--- src/rtl/diff_scan_ctrl.sv ---
// Multi-cycle "diff" sequencer: index of the lowest bit where a and b differ, scanning a^b STEP bits per cycle.
// Optional macro DIFF_CHAIN_EN lets a new operation be accepted on the result-handshake edge.
module diff_scan_ctrl #(
    parameter int WIDTH = 32,
    parameter int STEP  = 4
) (
    input  logic             clk,
    input  logic             rst,
    input  logic             start_valid,
    output logic             start_ready,
    input  logic [WIDTH-1:0] a,
    input  logic [WIDTH-1:0] b,
    output logic             res_valid,
    input  logic             res_ready,
    output logic [31:0]      res,
    output logic             eq,
    output logic             busy
);
    localparam int IW = (WIDTH > 1) ? $clog2(WIDTH) : 1;
    localparam int PW = (STEP > 1) ? $clog2(STEP) : 1;

    typedef enum logic [1:0] {
        IDLE = 2'd0,
        SCAN = 2'd1,
        DONE = 2'd2
    } state_t;

    state_t           state_r, state_s;
    logic [WIDTH-1:0] x_r, x_s;
    logic [IW-1:0]    idx_r, idx_s;
    logic [31:0]      res_r, res_s;
    logic             eq_r, eq_s;
    logic             res_valid_r, res_valid_s;
    logic             busy_r;
    logic             load_s;
    logic [WIDTH-1:0] diff_s;
    logic [STEP-1:0]  chunk_s;

    function automatic logic [PW-1:0] low_pos(input logic [STEP-1:0] c);
        logic [PW-1:0] p;
        p = {PW{1'b0}};
        for (int k = STEP - 1; k >= 0; k--) begin
            if (c[k]) begin
                p = PW'(k);
            end
        end
        return p;
    endfunction

`ifdef DIFF_CHAIN_EN
    assign start_ready = (state_r == IDLE) || ((state_r == DONE) && res_ready);
`else
    assign start_ready = (state_r == IDLE);
`endif

    assign res_valid = res_valid_r;
    assign res       = res_r;
    assign eq        = eq_r;
    assign busy      = busy_r;
    assign diff_s    = a ^ b;
    assign chunk_s   = x_r[STEP-1:0];

    // Next-state, datapath and registered-output decode.
    always_comb begin
        state_s     = state_r;
        x_s         = x_r;
        idx_s       = idx_r;
        res_s       = res_r;
        eq_s        = eq_r;
        res_valid_s = res_valid_r;
        load_s      = 1'b0;
        case (state_r)
            IDLE: begin
                load_s = start_valid;
            end
            SCAN: begin
                // Equal operands also spend one SCAN cycle so their result latency is one edge.
                if (x_r == {WIDTH{1'b0}}) begin
                    res_s       = 32'd0;
                    res_valid_s = 1'b1;
                    state_s     = DONE;
                end else if (chunk_s != {STEP{1'b0}}) begin
                    res_s       = 32'(idx_r + IW'(low_pos(chunk_s)));
                    res_valid_s = 1'b1;
                    state_s     = DONE;
                end else begin
                    x_s   = x_r >> STEP;
                    idx_s = idx_r + IW'(STEP);
                end
            end
            DONE: begin
                if (res_ready) begin
                    state_s     = IDLE;
                    res_valid_s = 1'b0;
`ifdef DIFF_CHAIN_EN
                    load_s      = start_valid;
`endif
                end else begin
                    state_s = DONE;
                end
            end
            default: begin
                state_s     = IDLE;
                res_valid_s = 1'b0;
            end
        endcase
        if (load_s) begin
            x_s     = diff_s;
            idx_s   = {IW{1'b0}};
            eq_s    = (diff_s == {WIDTH{1'b0}});
            state_s = SCAN;
        end else begin
            x_s = x_s;
        end
    end

    // State and output registers with asynchronous reset.
    always_ff @(posedge clk or posedge rst) begin
        if (rst) begin
            state_r     <= IDLE;
            x_r         <= {WIDTH{1'b0}};
            idx_r       <= {IW{1'b0}};
            res_r       <= 32'd0;
            eq_r        <= 1'b0;
            res_valid_r <= 1'b0;
            busy_r      <= 1'b0;
        end else begin
            state_r     <= state_s;
            x_r         <= x_s;
            idx_r       <= idx_s;
            res_r       <= res_s;
            eq_r        <= eq_s;
            res_valid_r <= res_valid_s;
            busy_r      <= (state_s != IDLE);
        end
    end
endmodule

--- config.mk ---
export PLATFORM = sky130hd
export DESIGN_NAME = diff_scan_ctrl
export DESIGN_NICKNAME = d
export VERILOG_FILES = /design/src/rtl/diff_scan_ctrl.sv
export SDC_FILE = /design/constraint.sdc
export NUM_CORES = 1
export LEC_CHECK = 0
export CAP_MARGIN = 30
export CELL_PAD_IN_SITES_DETAIL_PLACEMENT = 1
export CELL_PAD_IN_SITES_GLOBAL_PLACEMENT = 1
export CORE_AREA = 2 2 93 95
export CTS_CLUSTER_DIAMETER = 150
export DETAILED_ROUTE_END_ITERATION = 10
export DIE_AREA = 0 0 95 97
export GPL_ROUTABILITY_DRIVEN = 0
export PLACE_DENSITY_LB_ADDON = 0.1
export SYNTH_ARGS = -nofsm -noshare
export SYNTH_HDL_FRONTEND = slang
export SYNTH_SLANG_ARGS = --single-unit
--- constraint.sdc ---
create_clock -name clk -period 2.7 [get_ports clk]
set_clock_uncertainty 0.15 [all_clocks]
set_input_delay 0.54 -clock clk [delete_from_list [all_inputs] [get_ports clk]]
set_output_delay 0.54 -clock clk [all_outputs]
set_load 0.02 [all_outputs]
==> impl_metrics.tcl <==
set metrics [dict create \
    ys_seq_area_share_pct 44.86 \
    worstPathArrival_ps 2450 \
    p_leak_nw 1.438 \
    worstSetupPathType "register to register" \
    grt_overflow_total 0 \
    postCtsSetupRepairBufs 0 \
    grt_pass1_vias 2120 \
    hold_violations 0 \
    slew_headroom_pct 60.17 \
    drt_wl_total_um 6556 \
    antenna_found_initial 0 \
    core_area_um2 8134 \
    grt_pass1_wl_um 10950 \
    ant_nets 0 \
    grt_usage_pct 14.93 \
    hp-class "register to register" \
    cts_hold_buf 0 \
    total_power_w 0.002895 \
    synth_area_um2 2566 \
    fmax_mhz 422.3 \
    setup_viol 0 \
    drv_cap 0 \
    die_x_um 95 \
    first_pass_iters 4 \
    syn_inst 248 \
    drv_slew 0 \
    htree_levels 2 \
    worst_pin_slew_ps 597.4 \
    fin_crit_sh_pct 87.71 \
    yosys-top-cells-area "dfrtp_1 45%, xnor2_1 11%, a221o_1 11%" \
    ys_ff_latch 46 \
    clkSinkCount 46 \
    avgSynthCellArea_um2 10.35 \
    drc_errors 0 \
    area_growth_pct 34.67 \
    clockBufferDepth 2 \
    placed_cell_area_um2 3346 \
    cts_inserted_buffers 5 \
    end_kind "register" \
    ir_drop_uv 223.8 \
    outcome "finished, final reports clean" \
    finalInstanceArea_um2 3456 \
    start_util_pct 31.55 \
    whs_ps 327.3 \
    layout_min_cycle_time_ps 2368 \
    portBuffers 77 \
    critical_path_required_ps 2790 \
    fin_tns_setup_ps 0 \
    critical_path.max_fanout 25 \
    dieArea_um2 9215 \
    cts_root_buf "clkbuf_8" \
    powerDensity_nw_per_um2 837.7 \
    utilization_pct 42.49 \
    synth_area_leader_cell "dfrtp_1" \
    drive_above_1_share_pct 5.183 \
    rows 33 \
    final_nets 397 \
    clk_latency_ps 290 \
    clkSlewWorstSetupHoldPaths_ps 80 \
    cts_resized 0 \
    diodes 0 \
    fill_cells 941 \
    critPathLaunchType "register" \
    rsz0062_at_grt "no" \
    synth.top_cell.area_share_pct 44.86 \
    pin_count 104 \
    hpwl_um 5084 \
    hold_path_depth 2 \
    wl_per_cell_um 15.14 \
    vias 2120 \
    worst-r2r-cell-count 6 \
    synth.distinct_cells 31 \
    viasPerCell 4.896 \
    first_iter_violations 74 \
    grt_max_degree 47 \
    die-height_um 97 \
    cts_tree "yes" \
    ys_warn_count 0 \
]
==> final timing paths <==
path                        start  endpoint  slack (ps)
max                        x_r[0]   x_r[24]         330
min reg2reg                    eq        eq         330
max in group asynchronous     rst  idx_r[3]        1440
min                            eq        eq         330
max reg2reg                x_r[0]   x_r[24]         330
min in group asynchronous     rst      busy         550
==> final cells by class <==
type / count / area (µm²) / area share [%]
clock buffer: 8 / 110.1 / 3.186
multi-input combinational: 188 / 1227 / 35.52
inverter: 4 / 15.01 / 0.4345
timing repair buffer: 82 / 820.8 / 23.75
tap: 105 / 131.4 / 3.802
sequential: 46 / 1151 / 33.31
==> worst max-delay path, cell delays in order (launching register included) <==
cell	delay [ps]
dfrtp_1	450
nor4_4	380
nand4_1	190
o2111a_1	450
a21oi_2	170
buf_4	300
a221o_1	210
==> flip-flops by register name, indices dropped and copies added (netlist names) <==
signal and count:
busy 1, idx_r 3, res 6, res_valid 1, state_r 2, eq 1
x_r 32
==> per-layer routing <==
layer / global-route usage [%] / part of all wire, %
met1: 21.02 / 45
met2: 23.73 / 47
met3: 2.336 / 6.3
met4: 4.013 / 0.99
met5: 0 / 0
==> power breakdown <==
part           internal, W  switching (W)
Clock             0.000259       0.000229
Sequential        0.000982       0.000301
Combinational     0.000579       0.000544
==> placed cells by master (no fill, tap or decap), drive strengths merged, types with 3 or more instances in the layout <==
cell type,count
nor3,3
nand2,15
dfrtp,46
nor2b,3
buf,5
clkdlybuf4s50,77
inv,3
mux2,6
nand4,9
clkbuf,8
a221o,27
xnor2,32
conb,27
o21ai,4
nor4,9
nor2,36
o22ai,4
==> cells by family after synthesis <==
kind of cell | Yosys count | share of synthesized area [%]
XOR/XNOR | 34 | 11.60
buffers and inverters | 40 | 11.12
multiplexers | 7 | 3.023
other | 1 | 0.1461
adder cells (fa/ha/maj) | 2 | 0.9750
flip-flops | 46 | 44.86
AO/OA/AOI/OAI | 38 | 13.26
AND/OR/NAND/NOR | 80 | 15.02
==> synth_stat cells (all sizes together) <==
library cell,instances
conb,1
a21oi,2
xor2,2
nand2,15
ha,2
inv,4
o22ai,4
nor3b,1
nor2,36
nor3,3
nor2b,3
mux2,6
nor4,9
a221o,27
and4,1
buf,32
nand4,9
dfrtp,46
and2,1
o21ai,4
nand3,2
clkbuf,4
o2111a,1
xnor2,32
mux2i,1
==> metrics by stage <==
| step | instances | worst slack, ps |
|---|---|---|
| 2_1_floorplan | 274 | 675.2 |
| 5_1_grt | 433 | 181.6 |
| 3_3_place_gp | 425 | 385.8 |
| 4_1_cts | 433 | 307.7 |
| 3_5_place_dp | 425 | 352.3 |
| 6_report | 433 | 331.8 |
No activity file was read; power rests on OpenSTA's default activity.
